==> src/rtl/pipe_io_pkg.sv <==
// Shared definitions for the MEM-stage IO sequencer.
// Holds the state encoding, the default IO decode constants and the helper
// that sizes the watchdog counter from the timeout length.
package pipe_io_pkg;

    typedef enum logic [1:0] {
        IDLE = 2'd0,
        WAIT = 2'd1,
        DONE = 2'd2
    } io_state_t;

    localparam logic [31:0] IO_MASK_DEFAULT  = 32'hFFFF_FF80;
    localparam logic [31:0] IO_MATCH_DEFAULT = 32'h0000_0080;
    localparam logic [31:0] ERR_DATA_DEFAULT = 32'h0000_0000;

    // Counter must hold values 0 .. timeout-1.
    function automatic int cnt_width(input int timeout);
        return $clog2(timeout);
    endfunction

endpackage

==> src/rtl/pipe_io_wdt.sv <==
// Watchdog counter for IO accesses.
// Ports:
//   clock  - system clock, rising edge
//   resetn - synchronous active-low reset (count -> 0)
//   clr    - synchronous clear (count -> 0), wins over en
//   en     - advance the count by one
//   tc     - terminal count, high while count == TIMEOUT-1
module pipe_io_wdt
    import pipe_io_pkg::*;
#(
    parameter int TIMEOUT = 16
) (
    input  logic clock,
    input  logic resetn,
    input  logic clr,
    input  logic en,
    output logic tc
);

    localparam int CW = cnt_width(TIMEOUT);

    logic [CW-1:0] count;

    always_ff @(posedge clock) begin
        if (!resetn || clr) begin
            count <= '0;
        end else if (en) begin
            count <= count + 1'b1;
        end
    end

    assign tc = (count == CW'(TIMEOUT - 1));

endmodule

==> src/rtl/pipe_mem_io_ctrl.sv <==
// MEM-stage sequencer: RAM accesses pass straight through, accesses to the
// memory-mapped IO region run a req/ack handshake while the upstream pipeline
// is frozen and bubbles are written into MEM/WB.
// Ports:
//   clock, resetn               - clock and synchronous active-low reset
//   maddr, mdata                - MEM-stage address and store data
//   mwmem, mm2reg, mwreg        - MEM-stage store / load / reg-write
//   ram_rdata, ram_we           - RAM read data in, RAM write enable out
//   io_req, io_we, io_addr,
//   io_wdata, io_rdata, io_ack  - IO bus handshake
//   stall                       - freeze PC, IF/ID, ID/EX, EX/MEM
//   mwreg_o, mmo_o              - write enable and load data into MEM/WB
//   io_err                      - sticky timeout flag, cleared only by reset
module pipe_mem_io_ctrl
    import pipe_io_pkg::*;
#(
    parameter logic [31:0] IO_MASK  = IO_MASK_DEFAULT,
    parameter logic [31:0] IO_MATCH = IO_MATCH_DEFAULT,
    parameter int          TIMEOUT  = 16,
    parameter logic [31:0] ERR_DATA = ERR_DATA_DEFAULT
) (
    input  logic        clock,
    input  logic        resetn,
    input  logic [31:0] maddr,
    input  logic [31:0] mdata,
    input  logic        mwmem,
    input  logic        mm2reg,
    input  logic        mwreg,
    input  logic [31:0] ram_rdata,
    output logic        ram_we,
    output logic        io_req,
    output logic        io_we,
    output logic [31:0] io_addr,
    output logic [31:0] io_wdata,
    input  logic [31:0] io_rdata,
    input  logic        io_ack,
    output logic        stall,
    output logic        mwreg_o,
    output logic [31:0] mmo_o,
    output logic        io_err
);

    io_state_t   state, state_next;
    logic [31:0] rbuf;
    logic        io_sel, io_op;
    logic        wdt_clr, wdt_en, wdt_tc;

    assign io_sel = ((maddr & IO_MASK) == IO_MATCH);
    assign io_op  = io_sel & (mwmem | mm2reg);

    pipe_io_wdt #(
        .TIMEOUT(TIMEOUT)
    ) u_wdt (
        .clock (clock),
        .resetn(resetn),
        .clr   (wdt_clr),
        .en    (wdt_en),
        .tc    (wdt_tc)
    );

    // An ack in the terminal-count cycle takes priority over the timeout.
    always_ff @(posedge clock) begin
        if (!resetn) begin
            state  <= IDLE;
            rbuf   <= '0;
            io_err <= 1'b0;
        end else begin
            state <= state_next;
            if (state == WAIT) begin
                if (io_ack) begin
                    rbuf <= io_rdata;
                end else if (wdt_tc) begin
                    rbuf   <= ERR_DATA;
                    io_err <= 1'b1;
                end
            end
        end
    end

    always_comb begin
        state_next = state;
        stall      = 1'b0;
        io_req     = 1'b0;
        wdt_clr    = 1'b0;
        wdt_en     = 1'b0;
        case (state)
            IDLE: begin
                stall   = io_op;
                wdt_clr = 1'b1;
                if (io_op) begin
                    state_next = WAIT;
                end
            end
            WAIT: begin
                stall  = 1'b1;
                io_req = 1'b1;
                if (io_ack || wdt_tc) begin
                    state_next = DONE;
                end else begin
                    wdt_en = 1'b1;
                end
            end
            DONE: begin
                wdt_clr    = 1'b1;
                state_next = IDLE;
            end
            default: begin
                state_next = IDLE;
            end
        endcase
    end

    // EX/MEM is frozen during WAIT, so the request fields can come straight
    // from the MEM-stage inputs.
    assign io_we    = io_req & mwmem;
    assign io_addr  = maddr;
    assign io_wdata = mdata;

    assign ram_we  = mwmem & ~io_sel;
    assign mwreg_o = mwreg & ~stall;
    assign mmo_o   = (state == DONE) ? rbuf : ram_rdata;

endmodule

==> config.mk <==
export PLATFORM = sky130hd
export DESIGN_NAME = pipe_mem_io_ctrl
export DESIGN_NICKNAME = d
export VERILOG_FILES = /design/src/rtl/pipe_io_pkg.sv /design/src/rtl/pipe_io_wdt.sv /design/src/rtl/pipe_mem_io_ctrl.sv
export SDC_FILE = /design/constraint.sdc
export NUM_CORES = 1
export LEC_CHECK = 0
export CAP_MARGIN = 20
export CORE_MARGIN = 5
export CORE_UTILIZATION = 33
export DETAILED_ROUTE_END_ITERATION = 10
export GPL_TIMING_DRIVEN = 0
export PLACE_DENSITY = 0.85
export SLEW_MARGIN = 20
export SYNTH_ARGS = -nofsm -noshare
export SYNTH_HDL_FRONTEND = slang
export SYNTH_SLANG_ARGS = --single-unit
==> constraint.sdc <==
create_clock -name clock -period 2.58 [get_ports clock]
set_clock_uncertainty 0.05 [all_clocks]
set_input_delay 0.645 -clock clock [delete_from_list [all_inputs] [get_ports clock]]
set_output_delay 0.645 -clock clock [all_outputs]
set_load 0.01 [all_outputs]
* After elaboration in Yosys (flattened, before gate mapping)
Cells that the tools add are included.
W data, S select, Z words.
** Storage, ports and cells
- Flip-flop bits (word level) :: 39
- Bits in latches :: 0
- Memory bits (writable) :: 0
- Bits in read-only memories :: 0
- Bits of input ports :: 134
- Output and inout bits :: 102
- Word-level logic and storage cells :: 39
- Memories :: 0
** Cells by class
- Add/sub/neg operators :: 1
- $mul :: 0
- Div/mod/pow operators :: 0
- Magnitude comparators :: 0
- Equality and inequality tests :: 6
- Shifts and indexed selects :: 0
- Mux-type cells :: 11
- Bitwise logic cells :: 8
- Reductions and logical operators :: 9
** Operators by type and width (number)
- $mux W32 :: 3
- $eq A25 B1 Y1 const B :: 1
- $add A4 B1 Y4 const B :: 1
- $and A1 B1 Y1 :: 4
- $eq A4 B4 Y1 const B :: 1
- $mux W1 :: 4
- $mux W2 :: 2
- $pmux W2 S2 :: 1
- $reduce_and A2 Y1 :: 2
- $not A1 Y1 :: 3
- $reduce_and A3 Y1 :: 1
- $eq A2 B1 Y1 const B :: 1
- $eq A2 B2 Y1 const B :: 1
- $logic_not A2 Y1 :: 1
- $logic_or A1 B1 Y1 :: 2
- $ne A2 B1 Y1 const B :: 1
- $ne A2 B2 Y1 const B :: 1
- $pmux W1 S2 :: 1
- $reduce_bool A2 Y1 :: 1
- $reduce_or A2 Y1 :: 1
- $logic_not A1 Y1 :: 1
- $or A1 B1 Y1 :: 1

* Logic depth before layout (Yosys ltp)
Gate-level depths: netlist (run 1).
- Depth after elaboration :: 5
- Gate-level depth with buffers :: 6

* Cells and area by module
Synthesis (run 1) repeated with hierarchy kept, for this count alone.
** Unflattened totals
- Cell total of the unflattened synthesis :: 254
- Area total of the unflattened synthesis :: 2333.5 µm²
** Modules (own cells, without submodules)
- pipe_mem_io_ctrl :: instances 1, cells each 236, area an instance 2144.6 µm², sequential area each 700.7 µm²
- pipe_io_wdt :: instances 1, cells each 18, area an instance 188.9 µm², sequential area each 80.1 µm²

* Least setup slack after synthesis (run 1)
Ideal clock, no wire load.
- Path type :: input -> output
- From :: in maddr[12]
- To :: out mwreg_o
- Arrival :: 1.654 ns
- Data required time :: 1.885 ns
- Path slack :: 0.231 ns
- Stages :: 4
- Buffers on the path :: 0
- Cell sequence :: nor4_2 > nand4_1 > o41ai_4 > nor2_1
** On the way
- Longest elaborated chain between the ends :: 5
** Ends and longest elaborated chain
- start: declaration :: line pipe_mem_io_ctrl.sv:24 : input logic [31:0] maddr,
- $eq A25 B1 Y1 :: line pipe_mem_io_ctrl.sv:48 : assign io_sel = ((maddr & IO_MASK) == IO_MATCH);
- $and A1 B1 Y1 :: line pipe_mem_io_ctrl.sv:49 : assign io_op = io_sel & (mwmem | mm2reg);
- $pmux W1 S2 :: line pipe_mem_io_ctrl.sv:86 : case (state)
- named net stall :: line pipe_mem_io_ctrl.sv:37 : output logic stall,
- $not A1 Y1 :: line pipe_mem_io_ctrl.sv:120 : assign mwreg_o = mwreg & ~stall;
- $and A1 B1 Y1 :: line pipe_mem_io_ctrl.sv:120
- end: declaration :: line pipe_mem_io_ctrl.sv:38 : output logic mwreg_o,
The timed path passes the listed nets, and every way through them passes these cells.

* Worst setup path in the final report (run 1)
- From :: in maddr[14]
- To :: out mwreg_o
** On the way
- Longest elaborated chain between the ends :: 5
** Ends and longest elaborated chain (line)
- $eq A25 B1 Y1 :: pipe_mem_io_ctrl.sv:48
- $and A1 B1 Y1 :: pipe_mem_io_ctrl.sv:49
- $pmux W1 S2 :: pipe_mem_io_ctrl.sv:86
- $not A1 Y1 :: pipe_mem_io_ctrl.sv:120
- $and A1 B1 Y1 :: pipe_mem_io_ctrl.sv:120
No other way between the ends.

==> results of run 1 <==
flip-flops by register name, summed over array words and instances, names as in the netlist:
| signal | cells |
|---|---|
| state | 2 |
| u_wdt.count | 4 |
| rbuf | 32 |
| io_err | 1 |
cells by family after synthesis:
kind of cell,share of synthesized area (%)
adder cells (fa/ha/maj),0.517
multiplexers,15.3
AND/OR/NAND/NOR,18.5
XOR/XNOR,0.724
AO/OA/AOI/OAI,9.47
buffers and inverters,23.2
flip-flops,32.3
synthesized netlist by cell type, types with 2 or more instances:
library cell,instances,area (um^2)
or3_1,2,12.5
mux2_1,2,22.5
nand2_1,34,128
nor4_2,3,37.5
dfxtp_1,39,781
mux2_2,30,338
buf_2,4,20.0
and3_1,2,12.5
buf_4,64,480
nand3_1,33,165
xor2_1,2,17.5
a21oi_1,34,170
nand2b_1,2,12.5
buf_1,2,7.51
clkbuf_1,11,41.3
nor2_1,8,30.0
path summary, 6_finish.rpt:
kind / start / end / slack, ns / cells after the start
min: rbuf[27] / rbuf[27] / 0.40 / 2
max: maddr[14] / mwreg_o / 0.02 / 7
min reg2reg: rbuf[27] / rbuf[27] / 0.40 / 2
max reg2reg: u_wdt.count[0] / rbuf[17] / 0.72 / 6
per-layer routing:
metal,GRT usage [%],vias to the layer above
met5,0,-
met2,34.0,155
li1,-,1327
met3,6.63,9
met4,3.20,0
met1,18.4,1201
per-stage QoR:
step / setup WS, ns / total power, mW / utilization, % / cell area, um^2 / hold slack [ns]
6_report: 0.0241 / 1.46 / 64.7 / 4640 / 0.403
5_1_grt: -0.113 / 1.53 / 64.7 / 4640 / 0.424
4_1_cts: -0.0198 / 1.48 / 63.7 / 4570 / 0.404
3_5_place_dp: -0.858 / 1.10 / 62.6 / 4490 / 0.394
3_3_place_gp: -0.856 / 1.09 / 62.6 / 4490 / 0.388
2_1_floorplan: 0.231 / 0.778 / - / 2420 / 0.378
power by group through the flow:
stage	clock (mW)	sequential (mW)	combinational (mW)
2_1_floorplan	0	0.615	0.163
3_3_place_gp	0	0.615	0.475
3_5_place_dp	0	0.615	0.483
4_1_cts	0.401	0.601	0.474
5_1_grt	0.428	0.601	0.499
6_report	0.390	0.601	0.470
cell type report:
cell class	count	area (um^2)
Fill cell	615	2540
Clock buffer	7	76.3
Clock inverter	1	5.00
Buffer	79	564
Sequential cell	39	782
Multi-Input combinational cell	166	1130
Timing Repair Buffer	197	1940
Tap cell	99	124
Inverter	3	16.3
critical path, cell delays in order:
cell and delay (ns):
dlygate4sd2_1 0.25, nor4_2 0.13, nand4_1 0.19, buf_4 0.19, o41ai_4 0.24, nor2_1 0.08, buf_2 0.14
timing repair:
action	in CTS	in global routing
setup endpoints to repair	37	33
gates resized for setup	92	22
pin swaps	11	2
buffers inserted	2	0
==> results.yml, run 1 <==
sta:
  rsz0062_at_grt: "true"
  fin_tns_setup_ns: 0
  finalCriticalPeriod_ns: 2.56
  setup_viol: 0
  hold_viol_final: 0
  finalCritPeriodShare_pct: 99.1
  final-max-slew-violation-count: 0
  worst-slew-pin-transition_ns: 0.496
  slew_headroom_pct: 67.0
  fmax_ghz: 0.391
cells_and_area:
  num-nets-final: 626
  area_delta_synth_final_pct: 91.8
  fin_cells: 591
  antenna_cells: 0
  layout-drive-gt1-share_pct: 27.4
  final_cell_mix: "clkdlybuf4s50_1, buf_4, dfxtp_1"
  mostFrequentLayoutCell: "clkdlybuf4s50_1"
routing:
  wl_met2_um: 4700
  drtIter0Drc: 70
  vias: 2692
  antenna_left: 0
  drc: 0
  top_layer: "met4"
  route.met3.wl_um: 1070
  post_drt_via_cell_ratio: 4.55
  met1_length_um: 3090
  wire_per_inst_um: 15.1
  drt-pass1-iter-count: 4
  drt_wl_total_um: 8950
place:
  dp.cells: 583
  port-buffer-count: 195
  gp_congestion: 0.729
  dp_hpwl_um: 7480
critical_path:
  critPathKind: "in2out"
  worstPathArrival_ns: 1.86
  critPathCaptureType: "output pin"
  cp_max_fo: 3
  startpoint_type: "input pin"
  crit_required_ns: 1.88
power_and_ir_drop:
  pwr-share-seq_pct: 41.1
  leakage_nw: 1.93
  p_int_mw: 1.12
  pwr-share-comb_pct: 32.2
  ir_worst_vdd_v: 0.000244
  power_frac_clock_pct: 26.7
  swShare_pct: 23.7
  powerDensity_mw_per_mm2: 315
  power.switching_mw: 0.347
synthesis:
  synthesis.nets: 424
  ys_async_sr_fraction_pct: 0
  synth_cell_types: 33
  yosysWarnings: 0
  syn-instance-count: 289
  ys_seq_area_share_pct: 32.3
  ys_ff_latch: 39
  ys.flop_type: "dfxtp_1"
  synth-edff-count: 0
  avgSynthCellArea_um2: 8.37
  syn-cell-area_mm2: 0.00242
grt:
  grt_usage_pct: 17.8
  grt_pass1_vias: 2772
  grt_pass1_wl_um: 12900
  antenna_found_initial: 0
  overflow: 0
  grt_max_degree: 18
clock_network:
  cts_sinks: 39
  cts_hold_buf: 0
  clk_latency_ns: 0.28
  clock_path_buffers: 2
  cts-htree-levels: 2
  numCtsBuffers: 5
  cts_tree: "done"
  root_buffer: "clkbuf_8"
  path_clk_slew_ns: 0.07
die:
  core_area_mm2: 0.00718
  die_h_um: 95.6
  die_w_um: 95.6
  fp-row-count: 31
  io_pins: 236
  design.die.area_mm2: 0.00914
  initial_core_util_pct: 33.7
status:
  status: "finished, final reports clean"
flow_run:
  maxCapViolations: 0
min_path:
  min_path_type: "reg2reg"
Power figures use the tool's default switching activity.
==> run 2: changes to the inputs <==
==> constraint.sdc (replaced) <==
create_clock -name clock -period 2.58 [get_ports clock]
set_clock_uncertainty 0.05 [all_clocks]
set_input_delay 0.774 -clock clock [delete_from_list [all_inputs] [get_ports clock]]
set_output_delay 0.774 -clock clock [all_outputs]
set_load 0.01 [all_outputs]
==> results.yml, run 2 (synthesized netlist as in run 1, its figures left out) <==
sta:
  slew_headroom_pct: 67.7
  hold_viol_final: 0
  rsz0062_at_grt: "true"
  final-max-slew-violation-count: 0
  setup_viol: 3
  fin_hold_ws_ns: 0.404
  worst-slew-pin-transition_ns: 0.484
  fin_tns_setup_ns: -0.670
  postLayoutSetupSlackWorst_ns: -0.306
  finalCritPeriodShare_pct: 112
  fmax_ghz: 0.347
  finalCriticalPeriod_ns: 2.89
cells_and_area:
  top_regs: "rbuf (32), u_wdt.count (4), state (2)"
  fin_util_pct: 65.1
  fin_cells: 593
  antenna_cells: 0
  largest_reg_flops: 32
  final_cell_mix: "clkdlybuf4s50_1, buf_4, dfxtp_1"
  area_delta_synth_final_pct: 93.1
  layout-drive-gt1-share_pct: 29.4
  num-nets-final: 628
  fillers: 621
  regMostFlops: "rbuf"
  mostFrequentLayoutCell: "clkdlybuf4s50_1"
routing:
  drt-pass1-iter-count: 4
  drc: 0
  drt_wl_total_um: 9220
  vias: 2689
  antenna_left: 0
  wire_per_inst_um: 15.5
  drtIter0Drc: 98
  post_drt_via_cell_ratio: 4.53
power_and_ir_drop:
  pwr-share-seq_pct: 37.7
  ir_worst_vdd_v: 0.000194
  power_mw: 1.60
  pwr-share-comb_pct: 28.9
  power_frac_clock_pct: 33.4
  powerDensity_mw_per_mm2: 342
  p_int_mw: 1.23
  power.switching_mw: 0.368
  leakage_nw: 1.91
  swShare_pct: 23.1
die:
  die_h_um: 95.6
  core_area_mm2: 0.00718
  die_w_um: 95.6
  design.die.area_mm2: 0.00914
  initial_core_util_pct: 33.7
  fp-row-count: 31
  io_pins: 236
critical_path:
  critPathCaptureType: "output pin"
  startpoint_type: "input pin"
  reg2reg_from: "state[1]"
  reg2reg_slack_ns: 0.70
  critPathKind: "in2out"
  cp-endpoint: "mwreg_o"
  r2r_end: "rbuf[13]"
  crit_required_ns: 1.76
  worstRegToRegCells: 7
  worstPathArrival_ns: 2.06
  crit_path_start: "maddr[25]"
  cp_max_fo: 2
clock_network:
  cts-htree-levels: 2
  clock_path_buffers: 2
  numCtsBuffers: 5
  clk_latency_ns: 0.29
  root_buffer: "clkbuf_8"
  path_clk_slew_ns: 0.08
  cts_hold_buf: 0
  cts_sinks: 39
  cts_tree: "done"
grt:
  grt_max_degree: 16
  antenna_found_initial: 0
  grt_pass1_vias: 2727
  grt_pass1_wl_um: 13400
  grt_usage_pct: 18.7
  overflow: 0
flow_run:
  maxCapViolations: 0
min_path:
  min_path_type: "reg2reg"
  worstHoldPathCells: 2
  hp-start: "rbuf[15]"
place:
  dp_hpwl_um: 7680
  gp_congestion: 0.749
  port-buffer-count: 195
  dp.cells: 583
status:
  violations: "setup timing"
  status: "finished, violations left"
run 2: changes by cell type in the layout (fill, tap and decap cells not counted), sizes merged:
cell,previous run,this run
dlygate4sd2,8,28
bufinv,0,1
dlymetal6s2s,9,0
clkinv,3,2
buf,84,87
clkbuf,18,21
clkdlybuf4s15,7,14
clkdlybuf4s50,157,134
inv,1,2
run 2: final cells by class:
cell class	instances	area [um^2]	share of cell area, %
flip-flops and latches	39	781	16.7
clock inverters	2	35.0	0.750
clock buffers	6	82.6	1.77
inverters	3	13.8	0.295
well taps	99	124	2.65
plain buffers	79	561	12.0
repair buffers	199	1920	41.2
multi-input cells	166	1150	24.6
run 2: power groups by stage:
stage	Clock, mW	Sequential [mW]	Combinational, mW
final	0.533	0.601	0.462
after global routing	0.569	0.601	0.491
after CTS	0.540	0.601	0.462
after detailed placement	0	0.615	0.483
after global placement	0	0.615	0.475
after floorplan	0	0.615	0.163
run 2: repair_timing:
action / in CTS / in global routing
gates resized for setup: 135 / 27
buffers inserted: 3 / 1
pin swaps: 11 / 5
endpoints found under the setup margin: 62 / 7
run 2: how the worst min path moves through the flow:
stage                to  slack [ns]
2_1_floorplan   rbuf[5]        0.38
3_3_place_gp    rbuf[0]        0.39
3_5_place_dp   rbuf[15]        0.39
4_1_cts        rbuf[15]        0.40
5_1_grt        rbuf[16]        0.42
6_report       rbuf[15]        0.40
run 2: worst max-delay path, stage by stage:
cell	delay (ns)
clkdlybuf4s15_1	0.18
or3_4	0.41
o41ai_4	0.38
buf_4	0.17
nor2_2	0.03
buf_2	0.13
run 2: metal layers:
layer / routed length [um] / vias up / global-route usage, %
li1: - / 1333 / -
met1: 3310 / 1211 / 19.6
met2: 4890 / 136 / 36.0
met3: 920 / 9 / 5.52
met4: 101 / 0 / 4.86
met5: 0 / - / 0
run 2: metrics by stage:
| stage | setup WS [ns] | area (um^2) |
|---|---|---|
| floorplan | 0.0144 | 2420 |
| global placement | -0.989 | 4500 |
| detailed placement | -0.984 | 4500 |
| CTS | -0.309 | 4640 |
| global route | -0.383 | 4670 |
| finish | -0.306 | 4670 |
